## config.mk

```make
export PLATFORM = sky130hd
export DESIGN_NAME = apb_slave_regfile
export DESIGN_NICKNAME = d
export VERILOG_FILES = /design/src/rtl/apb_pkg.sv /design/src/rtl/apb_addr_decode.sv /design/src/rtl/apb_slave_regfile.sv
export SDC_FILE = /design/constraint.sdc
export NUM_CORES = 1
export LEC_CHECK = 0
export CAP_MARGIN = 20
export CELL_PAD_IN_SITES_DETAIL_PLACEMENT = 0
export CELL_PAD_IN_SITES_GLOBAL_PLACEMENT = 2
export CORE_AREA = 2 2 452 454
export DETAILED_ROUTE_END_ITERATION = 8
export DIE_AREA = 0 0 454 456
export GPL_TIMING_DRIVEN = 0
export PLACE_DENSITY_LB_ADDON = 0.05
export SYNTH_ARGS = -nofsm -noshare
export SYNTH_HDL_FRONTEND = slang
export SYNTH_SLANG_ARGS = --single-unit
```

## constraint.sdc

```tcl
create_clock -name s_apb_pclk -period 2.9 [get_ports s_apb_pclk]
set_clock_uncertainty 0.1 [all_clocks]
set_input_delay 0.29 -clock s_apb_pclk [delete_from_list [all_inputs] [get_ports s_apb_pclk]]
set_output_delay 0.29 -clock s_apb_pclk [all_outputs]
set_load 0.01 [all_outputs]
```

## src/rtl/apb_pkg.sv

```systemverilog
// Shared APB definitions for the AXI4-Lite-to-APB bridge and its completers.
package apb_pkg;

    localparam int APB_DATA_W = 32;
    localparam int APB_ADDR_W = 32;
    localparam int APB_STRB_W = 4;

    localparam logic [1:0] RESP_OKAY   = 2'b00;
    localparam logic [1:0] RESP_SLVERR = 2'b10;

    typedef enum logic {
        IDLE   = 1'b0,
        ACCESS = 1'b1
    } state_t;

    typedef struct packed {
        logic [APB_ADDR_W-1:0] addr;
        logic                  write;
        logic [APB_DATA_W-1:0] wdata;
        logic [APB_STRB_W-1:0] strb;
    } apb_req_t;

endpackage

```

## src/rtl/apb_addr_decode.sv

```systemverilog
// Combinational register decode of a latched APB address.
// Optional macro APB_SLV_PPROT_EN adds the secure-register lookup.
module apb_addr_decode
    import apb_pkg::*;
#(
    parameter int                    NUM_REGS  = 16,
    parameter logic [APB_ADDR_W-1:0] BASE_ADDR = '0,
    parameter logic [NUM_REGS-1:0]   RO_MASK   = '0
`ifdef APB_SLV_PPROT_EN
    ,
    parameter logic [NUM_REGS-1:0]   SECURE_MASK = '0
`endif
) (
    input  logic [APB_ADDR_W-1:0] addr,
    output logic                  hit,
    output logic [5:0]            idx,
    output logic                  ro
`ifdef APB_SLV_PPROT_EN
    ,
    output logic                  secure
`endif
);

    logic [APB_ADDR_W-1:0] off;

    // NOTE: every output gets a default before the loop so no latch is inferred.
    always_comb begin
        off = addr - BASE_ADDR;
        // The subtraction wraps for addresses below the base, hence the explicit guard.
        hit = (addr >= BASE_ADDR) && (off < APB_ADDR_W'(NUM_REGS * 4)) && (off[1:0] == 2'b00);
        idx = off[7:2];
        ro  = 1'b0;
`ifdef APB_SLV_PPROT_EN
        secure = 1'b0;
`endif
        for (int i = 0; i < NUM_REGS; i++) begin
            if (idx == 6'(i)) begin
                ro = RO_MASK[i];
`ifdef APB_SLV_PPROT_EN
                secure = SECURE_MASK[i];
`endif
            end
        end
    end

endmodule

```

## src/rtl/apb_slave_regfile.sv

```systemverilog
// APB3/APB4 completer holding a bank of 32-bit control/status registers.
// Optional macro APB_SLV_PPROT_EN rejects non-secure accesses to SECURE_MASK registers.
module apb_slave_regfile
    import apb_pkg::*;
#(
    parameter int                    NUM_REGS    = 16,
    parameter logic [APB_ADDR_W-1:0] BASE_ADDR   = '0,
    parameter int                    WAIT_STATES = 0,
    parameter logic [NUM_REGS-1:0]   RO_MASK     = '0
`ifdef APB_SLV_PPROT_EN
    ,
    parameter logic [NUM_REGS-1:0]   SECURE_MASK = '0
`endif
) (
    input  logic                         s_apb_pclk,
    input  logic                         s_apb_preset,
    input  logic [APB_ADDR_W-1:0]        s_apb_paddr,
    input  logic                         s_apb_psel,
    input  logic                         s_apb_penable,
    input  logic                         s_apb_pwrite,
    input  logic [APB_DATA_W-1:0]        s_apb_pwdata,
    input  logic [APB_STRB_W-1:0]        s_apb_pstrb,
    input  logic [2:0]                   s_apb_pprot,
    output logic                         s_apb_pready,
    output logic [APB_DATA_W-1:0]        s_apb_prdata,
    output logic                         s_apb_pslverr,
    input  logic [NUM_REGS*32-1:0]       ro_value,
    output logic [NUM_REGS*32-1:0]       reg_out,
    output logic [NUM_REGS-1:0]          wr_pulse
);

    state_t          state_q, state_d;
    apb_req_t        req_q;
    logic [3:0]      cnt_q;
    logic [31:0]     regs_q [NUM_REGS];
    logic [31:0]     rd_value;
    logic            hit, ro, err, setup, commit;
    logic [5:0]      idx;

`ifdef APB_SLV_PPROT_EN
    logic [2:0]      prot_q;
    logic            secure;
`else
    logic            unused_pprot;
    assign unused_pprot = ^s_apb_pprot;
`endif

    apb_addr_decode #(
        .NUM_REGS    (NUM_REGS),
        .BASE_ADDR   (BASE_ADDR),
        .RO_MASK     (RO_MASK)
`ifdef APB_SLV_PPROT_EN
        ,
        .SECURE_MASK (SECURE_MASK)
`endif
    ) u_decode (
        .addr   (req_q.addr),
        .hit    (hit),
        .idx    (idx),
        .ro     (ro)
`ifdef APB_SLV_PPROT_EN
        ,
        .secure (secure)
`endif
    );

    assign setup = s_apb_psel && !s_apb_penable;

    always_comb begin
        err = !hit || (req_q.write && ro);
`ifdef APB_SLV_PPROT_EN
        err = err || (prot_q[1] && secure);
`endif
    end

    assign commit = (state_q == ACCESS) && s_apb_psel && s_apb_penable && s_apb_pready
                    && req_q.write && !err;

    // NOTE: sequential state uses non-blocking assignments so every flop samples pre-edge values.
    always_ff @(posedge s_apb_pclk) begin
        if (s_apb_preset) state_q <= IDLE;
        else              state_q <= state_d;
    end

    always_comb begin
        state_d = state_q;
        unique case (state_q)
            IDLE:   if (setup) state_d = ACCESS;
            ACCESS: if (!s_apb_psel || (s_apb_penable && s_apb_pready)) state_d = IDLE;
            default: state_d = IDLE;
        endcase
    end

    always_comb begin
        s_apb_pready  = 1'b0;
        s_apb_pslverr = 1'b0;
        s_apb_prdata  = '0;
        if (state_q == ACCESS && cnt_q == 4'd0) begin
            s_apb_pready  = 1'b1;
            s_apb_pslverr = err;
            if (!req_q.write && !err) s_apb_prdata = rd_value;
        end
    end

    always_comb begin
        rd_value = '0;
        for (int i = 0; i < NUM_REGS; i++) begin
            if (idx == 6'(i)) rd_value = RO_MASK[i] ? ro_value[32*i +: 32] : regs_q[i];
        end
    end

    // NOTE: the register array is reset deliberately; reg_out must read zero straight out of reset.
    always_ff @(posedge s_apb_pclk) begin
        if (s_apb_preset) begin
            req_q    <= '0;
            cnt_q    <= '0;
            wr_pulse <= '0;
`ifdef APB_SLV_PPROT_EN
            prot_q   <= '0;
`endif
            for (int i = 0; i < NUM_REGS; i++) regs_q[i] <= '0;
        end else begin
            wr_pulse <= '0;
            if (state_q == IDLE && setup) begin
                req_q <= '{addr: s_apb_paddr, write: s_apb_pwrite,
                           wdata: s_apb_pwdata, strb: s_apb_pstrb};
                cnt_q <= 4'(WAIT_STATES);
`ifdef APB_SLV_PPROT_EN
                prot_q <= s_apb_pprot;
`endif
            end else if (state_q == ACCESS && cnt_q != 4'd0) begin
                cnt_q <= cnt_q - 4'd1;
            end
            for (int i = 0; i < NUM_REGS; i++) begin
                if (commit && idx == 6'(i)) begin
                    wr_pulse[i] <= 1'b1;
                    for (int k = 0; k < APB_STRB_W; k++) begin
                        if (req_q.strb[k] && !RO_MASK[i]) regs_q[i][8*k +: 8] <= req_q.wdata[8*k +: 8];
                    end
                end
            end
        end
    end

    for (genvar g = 0; g < NUM_REGS; g++) begin : g_reg_out
        assign reg_out[32*g +: 32] = RO_MASK[g] ? 32'h0 : regs_q[g];
    end

endmodule

```

==> metrics.log <==
INFO  metric clk_latency = around 710 ps
INFO  metric setup_viol = between 500 and 600
INFO  metric grt_pass1_vias = approximately 25000
INFO  metric wl_per_cell = roughly 39 um
INFO  metric p_leak = approximately 0.015 uW
INFO  metric rr_worst_depth = 13
INFO  metric final-instance-count-excl-fill = between 5000 and 6000
INFO  metric ff_latch_area = approximately 17000 um^2
INFO  metric worst-endpoint-arrival = ~3400 ps
INFO  metric via_per_inst = 4.036
INFO  metric power_frac_comb = 0.133
INFO  metric clock_tree.root_cell = clkbuf_16
INFO  metric avgSynthCellArea = 12.26 um^2
INFO  metric swShare = 0.2800
INFO  metric fillCellCount = between 20000 and 25000
INFO  metric cp_num_buf_inv = 4
INFO  metric max_slew_margin = 0.3239
INFO  metric firstDrtPassIters = 5
INFO  metric global_route.usage.total = 0.2094
INFO  metric worstSetupStartpoint = req_q[43]$_SDFFE_PP0P_
INFO  metric globalRouteOverflowTotal = 0
INFO  metric power.clock.fraction = 0.440
INFO  metric path_clk_slew = approximately 60 ps
INFO  metric cell_internal_pwr = 17100 uW
INFO  metric timing.critical_path.slowest_stage_cell = or4b_4
INFO  metric ys_async_sr_fraction = 0
INFO  metric vias = between 20000 and 25000
INFO  metric grt_first_pass_wirelength = around 280 mm
INFO  metric grt_setup_unrepaired = true
INFO  metric r2r-start = req_q[43]$_SDFFE_PP0P_
INFO  metric crit_top_cell = buf_12
INFO  metric core_region_area = around 200000 um^2
INFO  metric floorplan.die_area = between 200000 and 250000 um^2
INFO  metric syn-instance-count = 2098
INFO  metric worstPathRequired = around 2500 ps
INFO  metric top_usage_layer_grt = met2
INFO  metric detail_route.wirelength = about 230 mm
INFO  metric place_worst_setup_slack = -2960 ps
INFO  metric capturing_element_type_of_the_critical_path = output pin
INFO  metric ys_ff_latch = between 600 and 700
INFO  metric logic_depth_of_the_worst_setup_path_including_buffers = 9
INFO  metric synth_edf_count = between 500 and 600
INFO  metric r2r_setup_slack = -210 ps
INFO  metric mappedNetlistArea = between 20000 and 30000 um^2
INFO  metric power_switching = roughly 6600 uW
INFO  metric syn_to_final_growth = 81.14%
INFO  metric initial_utilization = 0.1275
INFO  metric drive_gt1_frac = 0.3203
INFO  metric capturing_instance_or_port_of_the_critical_path = s_apb_prdata[31]
INFO  metric grt_max_degree = 12
INFO  metric cells_traversed_along_the_worst_timing_path = or4b_4, buf_12, nor2_8, buf_12, buf_6, a222oi_1, a211o_1, a211oi_4, buf_2
INFO  metric violations = setup timing
INFO  metric numClockSinks = around 600
INFO  metric groute.layer.met1.usage = 0.2531
INFO  metric cp_slowest_stage_delay = 640 ps
INFO  metric biggest_fanout_along_the_worst_timing_path = 5
INFO  metric place_inst = around 5400
INFO  metric placement.io_buffers = roughly 630
INFO  metric ys.flop_type = edfxtp_1
INFO  metric synth_nets = between 2000 and 3000
INFO  metric first_iter_violations = around 1900
INFO  metric die_height = roughly 460 um
INFO  metric yosysWarnings = 0
INFO  metric synth_sequential_area_ratio = 0.6680
INFO  metric nets = around 3700
INFO  metric clock_period_minus_worst_slack = 3799 ps
INFO  metric seq_power_share = 0.427
INFO  metric max_clock_freq = 263.2 MHz
INFO  metric drc_errors = 0
INFO  metric final_util = 0.2309
INFO  metric critPathKind = reg2out
INFO  metric post-route-worst-setup-slack = -899.0 ps
INFO  metric ir_worst_vdd = roughly 0.43 mV
INFO  metric critical-path-top-delay-family = compound AO/OA/AOI/OAI gates
INFO  metric final-hold-violation-count = 0
INFO  metric area_used_by_multi_input_combinational_logic = 10890 um^2
INFO  metric rr_endpoint = regs_q[1][64]$_DFFE_PP_
INFO  metric drtAntennaViolNets = 0
INFO  metric fin_worst_hold_slack = approximately 60 ps
INFO  metric worstMarginPinSlew = 1014 ps
INFO  metric max-clock-path-buffers = 3
INFO  metric globalRouteMet3Util = 0.03634
INFO  metric placementRows = approximately 170
INFO  metric initial_antenna_violation_count = 13
INFO  metric ctsHtreeMaxLevel = 3
INFO  metric yosys.cell_types.count = 71
INFO  metric total_power = approximately 24000 uW
INFO  metric grtUsageMet2 = 0.3748
INFO  metric timing.critical_path.from_type = flop
INFO  metric chipWidth = roughly 450 um
INFO  metric drv.max_cap_violation_count = 0
INFO  metric result_of_the_run = finished with violations
INFO  metric hp-class = in2reg
INFO  metric cts_made_buffers = 84
INFO  metric cts_tree = yes
INFO  metric top_level_ports = 1150
INFO  metric slew_viol_final = 0
INFO  metric dpl.hpwl = 174.7 mm
INFO  metric globalplace.congestion = around 0.84
INFO  metric cellPowerDensity = 509.8 nW/um^2
INFO  metric final_min_period_over_clock_period = 1.310
-- cells in the mapped netlist, types with 18 or more instances --
| cell | n | area share |
|---|---|---|
| edfxtp_1 | 512 | 0.60 |
| nor2_1 | 395 | 0.058 |
| nand2_1 | 231 | 0.034 |
| a21oi_1 | 158 | 0.031 |
| dfxtp_1 | 90 | 0.070 |
| buf_2 | 67 | 0.013 |
| clkbuf_1 | 63 | 0.0092 |
| a22oi_1 | 54 | 0.016 |
| o21ai_0 | 52 | 0.010 |
| mux2i_1 | 47 | 0.018 |
| nor2b_1 | 46 | 0.011 |
| a21o_1 | 44 | 0.013 |
| o22ai_1 | 25 | 0.0061 |
| o21bai_1 | 24 | 0.0070 |
| mux4_2 | 20 | 0.018 |
| a221oi_1 | 18 | 0.0061 |
| a222oi_1 | 18 | 0.0070 |
-- per-layer routing --
layer / vias to the layer above / share of wire
li1: 9929 / -
met5: - / 0
met3: 225 / 0.050
met4: 0 / 0.031
met2: 880 / 0.51
met1: 12690 / 0.41
-- timing repair --
action	in CTS	in global routing
setup buffers	193	66
setup endpoints to repair	883	851
pin swaps	115	215
endpoints found under the hold margin	8	0
gates resized for setup	921	454
cloned	5	21
hold buffers	8	0
-- stage by stage --
stage          setup TNS [ps]  instance area, um^2
3_3_place_gp         -1089240                35400
4_1_cts               -116210                44000
6_report               -61330                46580
2_1_floorplan               0                25710
5_1_grt               -162640                46570
3_5_place_dp          -842470                35910
-- cells by family (layout without fill, tap and decap cells) --
group,count (synthesis),count (layout),synth area share
AOI/OAI and AO/OA,478,478,0.1246
and+or+nand+nor,768,772,0.1316
other,0,4,0
xor gates and xnor gates,3,3,0.001022
DFF,602,602,0.6680
buffers and inverters,166,1267,0.03275
muxes,79,79,0.04107
adders and majority gates,2,2,0.0009730
-- tightest hold or removal path: cells and delay by family --
kind                   cells  cell delay [ps]
AOI/OAI and AO/OA          1               50
buffers and inverters      1              400
and+or+nand+nor            1               60
-- how the worst min path moves through the flow --
stage	start	endpoint	cells past startpoint
final	s_apb_paddr[16]	req_q[53]$_SDFFE_PP0P_	3
after global routing	s_apb_paddr[31]	req_q[68]$_SDFFE_PP0P_	3
after CTS	s_apb_paddr[16]	req_q[53]$_SDFFE_PP0P_	3
after detailed placement	req_q[68]$_SDFFE_PP0P_	req_q[68]$_SDFFE_PP0P_	2
after global placement	req_q[58]$_SDFFE_PP0P_	req_q[58]$_SDFFE_PP0P_	2
after floorplan	s_apb_penable	state_q$_SDFF_PP0_	1
-- sequential cells by signal (all words and copies together) (netlist names) --
signal and flops:
regs_q 512, req_q 69, wr_pulse 16, cnt_q 4, state_q 1
-- placed cells by master, fill, tap and decap left out, types with 14 or more instances in the layout --
master / n
o21bai_4: 24
mux2i_1: 44
buf_4: 129
buf_6: 115
nand2_8: 16
nor2_2: 24
buf_8: 35
edfxtp_1: 512
a21oi_2: 18
buf_12: 111
o22ai_1: 22
nor2_1: 231
clkdlybuf4s50_1: 601
mux4_2: 20
a21oi_1: 133
buf_16: 16
clkbuf_1: 60
nor2b_1: 45
nand2_1: 211
clkbuf_16: 109
a222oi_1: 18
a22oi_1: 41
a21o_4: 38
o21ai_0: 29
dfxtp_1: 85
clkinv_1: 14
nor2_4: 146
-- area by class of cell --
type,count,share of cell area
sequential,602,0.3691
multi-input combinational,1334,0.2337
timing repair buffer,951,0.2235
tap,2672,0.07178
clock buffer,117,0.05088
buffer,154,0.04346
clock inverter,39,0.006823
inverter,6,0.0005910
antenna,4,0.0002149
-- power by group through the flow --
| stage | sequential (uW) | combinational, uW | clock, uW |
|---|---|---|---|
| CTS | 10200 | 3150 | 10700 |
| global route | 10200 | 3260 | 11000 |
| finish | 10100 | 3160 | 10400 |
| global placement | 10300 | 2510 | 0 |
| detailed placement | 10300 | 2570 | 0 |
| floorplan | 10200 | 685 | 0 |
(Power assumes the default switching activity.)
==> RTL change 1 (same settings) <==
The option `APB_SLV_PPROT_EN` is turned on by a define.
--- a/src/rtl/apb_addr_decode.sv
+++ b/src/rtl/apb_addr_decode.sv
@@ -1,5 +1,7 @@
 // Combinational register decode of a latched APB address.
 // Optional macro APB_SLV_PPROT_EN adds the secure-register lookup.
+`define APB_SLV_PPROT_EN
+
 module apb_addr_decode
     import apb_pkg::*;
 #(
Check against the original RTL: not settled (the Yosys comparison gave no result); the edit may change what the design does.
==> RTL change 1 against the unedited design <==
- the flow still finishes with violations (setup timing)
- setup slack got worse by 0.19 ns
- cell area decreased by 5.8%
- sequential cell count did not move
- critical path depth unchanged
- non-clock buffer count fell by 54
- hold slack improved by 0.0077 ns
- first-iteration DRC count down 17%
- routed wire length is 8.9% lower
- power increased by 1.6%
- global-route usage down 1.6 points
- count of clock-buffer cells in the layout grew 5
- via count down 7.6%
- synthesized area is 3.1% lower
==> RTL change 1: results (changes against the unedited design) <==
ys_top_cells_by_area: "edfxtp_1 62%, dfxtp_1 7.2%, nor2_1 5.9%, nand2_1 3.6%, mux4_2 2.9%"  # was edfxtp_1 60%, dfxtp_1 7.0%, nor2_1 5.8%, nand2_1 3.4%, a21oi_1 3.1%
first_iter_violations: 1528  # was 1852
path_max_fanout: 6  # was 5
synth_commonest_cells: "512 x edfxtp_1, 393 x nor2_1, 237 x nand2_1, 136 x a21oi_1, 90 x dfxtp_1"  # was 512 x edfxtp_1, 395 x nor2_1, 231 x nand2_1, 158 x a21oi_1, 90 x dfxtp_1
antenna_found_initial: 17  # was 13
dp.cells: 5349  # was 5441
ys_types: 63  # was 71
drt-total-wl_um: 207000  # was 227000 um
grt_usage_pct: 19.3  # was 20.9%
min_from: "s_apb_paddr[10]"  # was s_apb_paddr[16]
synthXorXnorAreaFrac_pct: 0.105  # was 0.102%
synthAdderAreaFrac_pct: 0.100  # was 0.0973%
top_layer: "met5"  # was met4
setup_ws_ns: -1.09  # was -0.899 ns
muxShareOfSynthArea_pct: 3.96  # was 4.11%
syn-mean-instance-area_sq_um: 12.5  # was 12.3 sq um
synth_compound_gate_area_share_pct: 11.7  # was 12.5%
drt-met1-wl_um: 80600  # was 93900 um
crit_arrival_ns: 3.60  # was 3.41 ns
fill_cells: 21503  # was 21318
num-nets-final: 3583  # was 3723
grt_pass1_wl_um: 257000  # was 277000 um
outcome: "finished, violations left"  # unchanged
crit_path_start: "req_q[39]$_SDFFE_PP0P_"  # was req_q[43]$_SDFFE_PP0P_
final_cells: 5745  # was 5879
yosysWarnings: 0  # unchanged
dpl.hpwl_um: 162000  # was 175000 um
p_leak_nw: 14.7  # was 15.4 nW
syn_nets: 2586  # was 2688
drive_gt1_share_pct: 27.5  # was 32.0%
violations: "setup timing"  # unchanged
cts_made_buffers: 88  # was 84
dr.pass1.iters: 7  # was 5
largest_registers: "regs_q x512, req_q x69, wr_pulse x16"  # unchanged
place_ws_ns: -2.73  # was -2.96 ns
yosysSeqAreaShare_pct: 69.0  # was 66.8%
drt-vias-per-instance: 3.82  # was 4.04
intPower_w: 0.0176  # was 0.0171 W
wl_met3_um: 9630  # was 11300 um
tightest_slew_ns: 1.14  # was 1.01 ns
finalSetupViolCount: 45  # was 525
wl_met2_um: 109000  # was 115000 um
ir_drop_mv: 0.335  # was 0.429 mV
grt_pass1_vias: 23192  # was 24551
gp_congestion: 0.805  # was 0.837
-- RTL change 1: cell types whose count changed in the layout (fill, tap and decap cells not counted), sizes merged, moves of 6 or more --
cell	change
a22oi	-26
dlygate4sd3	+18
a21oi	-22
o22ai	+11
nor2	-8
mux2i	-34
a2111oi	-7
a221oi	+8
mux4	+12
nor2b	-6
buf	-69
-- RTL change 1: cells by family (layout without fill, tap and decap cells) --
| kind of cell | count (synthesis) | count (layout) |
|---|---|---|
| muxes | 57 | 57 |
| buffers and inverters | 149 | 1217 |
| and+or+nand+nor | 744 | 744 |
| adders and majority gates | 2 | 2 |
| other | 0 | 9 |
| xor gates and xnor gates | 3 | 3 |
| AOI/OAI and AO/OA | 439 | 439 |
| DFF | 602 | 602 |
-- RTL change 1: routing by layer --
metal  vias to the layer above  track usage, %
met1                     11584            21.9
met4                         2            5.99
met5                         -               0
li1                       9462               -
met2                       681            36.1
met3                       189            3.69
-- RTL change 1: metrics by stage --
| stage | TNS [ns] | utilization (%) | cell area [sq um] |
|---|---|---|---|
| floorplan | 0 | - | 24900 |
| global placement | -1542.56 | 17.2 | 34600 |
| detailed placement | -871.84 | 17.5 | 35300 |
| CTS | -36.91 | 21.1 | 42500 |
| global route | -42.33 | 21.7 | 43800 |
| finish | -26.92 | 21.7 | 43900 |
-- RTL change 1: final timing paths --
path,endpoint,slack (ns),cells past startpoint
max reg2reg,regs_q[0][52]$_SDFFCE_PN0P_,-0.07,14
min reg2reg,req_q[53]$_SDFFE_PP0P_,0.35,2
max,s_apb_prdata[6],-1.09,9
min,req_q[47]$_SDFFE_PP0P_,0.07,3
-- RTL change 1: power by group through the flow --
stage	clock [W]	sequential, W	combinational (W)
floorplan	0	0.0102	0.000605
global placement	0	0.0103	0.00236
detailed placement	0	0.0103	0.00241
CTS	0.0115	0.0101	0.00285
global route	0.0118	0.0101	0.00298
finish	0.0112	0.0101	0.00286
-- RTL change 1: worst max-delay path, stage by stage, from the launching register on --
cell and delay (ns):
dfxtp_4 0.42, buf_12 0.14, buf_16 0.12, buf_12 0.10, mux4_2 0.56, a222oi_1 0.69
nand3_1 0.33, a21oi_4 0.30, a211oi_2 0.05, buf_2 0.15
-- RTL change 1: timing repair --
action | CTS | global route
setup buffers | 156 | 52
pin swaps | 117 | 129
endpoints found under the hold margin | 26 | 0
gates resized for setup | 799 | 250
hold buffers | 26 | 0
cloned | 2 | 5
endpoints found under the setup margin | 884 | 475
-- RTL change 1: cell type report --
cell class	instances	area share, %
Antenna cell	9	0.0513
Buffer	140	3.79
Clock buffer	122	5.59
Clock inverter	39	0.987
Inverter	5	0.0713
Multi-Input combinational cell	1245	20.9
Sequential cell	602	39.2
Tap cell	2672	7.62
Timing Repair Buffer	911	21.8
==> RTL change 2 (same settings) <==
Without the edit above. Put a register stage on the output `s_apb_pslverr`, cleared by the reset. The value now appears one clock later. The other outputs are not delayed to match.
--- a/src/rtl/apb_slave_regfile.sv
+++ b/src/rtl/apb_slave_regfile.sv
@@ -28,6 +28,8 @@
     output logic [NUM_REGS*32-1:0]       reg_out,
     output logic [NUM_REGS-1:0]          wr_pulse
 );
+
+    logic s_apb_pslverr_d;
 
     state_t          state_q, state_d;
     apb_req_t        req_q;
@@ -93,11 +95,11 @@
 
     always_comb begin
         s_apb_pready  = 1'b0;
-        s_apb_pslverr = 1'b0;
+        s_apb_pslverr_d = 1'b0;
         s_apb_prdata  = '0;
         if (state_q == ACCESS && cnt_q == 4'd0) begin
             s_apb_pready  = 1'b1;
-            s_apb_pslverr = err;
+            s_apb_pslverr_d = err;
             if (!req_q.write && !err) s_apb_prdata = rd_value;
         end
     end
@@ -146,5 +148,13 @@
         assign reg_out[32*g +: 32] = RO_MASK[g] ? 32'h0 : regs_q[g];
     end
 
+    always_ff @(posedge s_apb_pclk) begin
+        if (s_apb_preset) begin
+            s_apb_pslverr <= '0;
+        end else begin
+            s_apb_pslverr <= s_apb_pslverr_d;
+        end
+    end
+
 endmodule
 
Check against the original RTL: not settled (the Yosys comparison gave no result); the edit may change what the design does.
==> RTL change 2 against the unedited design <==
- the run still ends with setup timing left
- cell count down 3.0%
- routed wire length shrank 1.3%
- power is 2.1% lower
- synthesized area down 3.0%
- cell area fell by 8.6%
- largest power group unchanged
- synthesized cell count fell by 4.3%
- setup slack worse by 0.18 ns
- sequential cell count grew 1
- critical path type unchanged
==> RTL change 2: results (changes against the unedited design) <==
outcome: "finished, violations left"  # unchanged
violations: "setup timing"  # unchanged
num-nets-final: 3543  # was 3723
timing.rr.end: "regs_q[0][192]$_SDFFCE_PN0P_"  # was regs_q[1][64]$_DFFE_PP_
holdBufCountCts: 1  # was 8
largest_registers: "regs_q x512, req_q x69, wr_pulse x16"  # unchanged
dpl.hpwl_um: 170000  # was 175000 um
use_met3_pct: 4.82  # was 3.63%
drive_gt1_share_pct: 26.0  # was 32.0%
wl_per_cell_um: 39.3  # was 38.6 um
grt_usage_pct: 21.0  # was 20.9%
dp.cells: 5358  # was 5441
use_met2_pct: 36.6  # was 37.5%
r2r_start: "req_q[43]$_SDFFE_PP0P_"  # unchanged
ir_drop_mv: 0.366  # was 0.429 mV
final_cells: 5704  # was 5879
drt-met1-wl_um: 92600  # was 93900 um
cts_made_buffers: 82  # was 84
top_layer: "met5"  # was met4
ys_types: 62  # was 71
grt_pass1_wl_um: 277000  # about the same
grt_util_met1_pct: 25.9  # was 25.3%
first_iter_violations: 1845  # was 1852
syn-mean-instance-area_sq_um: 12.4  # was 12.3 sq um
grt_pass1_vias: 23191  # was 24551
p_leak_nw: 14.3  # was 15.4 nW
r2r_slack_ns: 0.05  # was -0.21 ns
hp-class: "primary input to register"  # unchanged
dr.pass1.iters: 6  # was 5
whs_endpoint: "req_q[18]$_SDFFE_PP0P_"  # was req_q[53]$_SDFFE_PP0P_
cts_resized: 672  # was 921
yosysSeqAreaShare_pct: 69.0  # was 66.8%
path_max_fanout: 8  # was 5
clkLatencyLatePin_ns: 0.69  # was 0.71 ns
crit_arrival_ns: 3.59  # was 3.41 ns
finalSetupViolCount: 32  # was 525
max_stage_delay_ns: 0.64  # about the same
min_from: "s_apb_pwdata[14]"  # was s_apb_paddr[16]
worstSetupPathType: "register to output port"  # unchanged
numPortBuffers: 634  # unchanged
clk_pin_slew_ns: 0.06  # about the same
min_delay_path_depth: 3  # unchanged
wl_met2_um: 110000  # was 115000 um
whs_ns: 0.0614  # was 0.0596 ns
crit_family: "compound AO/OA/AOI/OAI gates"  # unchanged
cts_setup_buffers: 133  # was 193
ys_top_cells_by_area: "edfxtp_1 62%, dfxtp_1 7.3%, nor2_1 5.9%, nand2_1 3.5%, a21oi_1 2.0%"  # was edfxtp_1 60%, dfxtp_1 7.0%, nor2_1 5.8%, nand2_1 3.4%, a21oi_1 3.1%
reg2regPathDepth: 10  # was 13
synth_edf_count: 512  # unchanged
relSlewSlack_pct: 28.3  # was 32.4%
antenna_found_initial: 29  # was 13
wl_met3_um: 14000  # was 11300 um
syn_nets: 2598  # was 2688
endpoint: "s_apb_prdata[26]"  # was s_apb_prdata[31]
gp_congestion: 0.811  # was 0.837
num_vias: 22307  # was 23727
tns_ns: -27.04  # was -61.33 ns
synth_commonest_cells: "512 x edfxtp_1, 392 x nor2_1, 234 x nand2_1, 102 x a21oi_1, 91 x dfxtp_1"  # was 512 x edfxtp_1, 395 x nor2_1, 231 x nand2_1, 158 x a21oi_1, 90 x dfxtp_1
setup_ws_ns: -1.08  # was -0.899 ns
RTL change 2: cell types whose count changed in the layout (fill, tap and decap cells not counted), moves of 14 or more:
| cell | change |
|---|---|
| mux2i_1 | -29 |
| clkbuf_16 | -20 |
| buf_6 | -56 |
| nor2_4 | -126 |
| buf_12 | -48 |
| nand3_1 | +14 |
| nand2_8 | -16 |
| buf_2 | +17 |
| a21oi_1 | -42 |
| nor2_1 | +133 |
RTL change 2: cell families (layout without fill, tap and decap cells):
group	after synthesis	after routing	share of synthesized area, %
other	0	11	0
muxes	48	48	2.45
xor gates and xnor gates	3	3	0.105
DFF	603	603	69.0
AOI/OAI and AO/OA	429	429	12.1
buffers and inverters	155	1168	3.11
and+or+nand+nor	768	768	13.2
adders and majority gates	2	2	0.100
RTL change 2: area by class of cell:
type	instances	area (sq um)
clock buffer	109	2250
antenna	11	27.5
timing repair buffer	867	9000
fill	21640	159000
buffer	145	1630
clock inverter	43	405
tap	2672	3340
inverter	4	20.0
sequential	603	17200
multi-input combinational	1250	8700
RTL change 2: power by group:
| group | internal (W) | total [W] | switching, W |
|---|---|---|---|
| Sequential | 0.00974 | 0.0101 | 0.000384 |
| Clock | 0.00600 | 0.0104 | 0.00442 |
| Combinational | 0.00111 | 0.00271 | 0.00159 |
| Total | 0.0168 | 0.0232 | 0.00639 |
RTL change 2: through the flow:
step                cell area [sq um]  utilization, %  power, W  setup slack (ns)
floorplan                       24900               -    0.0108             0.387
global placement                34600            17.2    0.0126             -3.95
detailed placement              35300            17.5    0.0126             -3.12
CTS                             41400            20.5    0.0235             -1.16
global route                    42500            21.1    0.0239             -1.10
finish                          42600            21.1    0.0232             -1.08
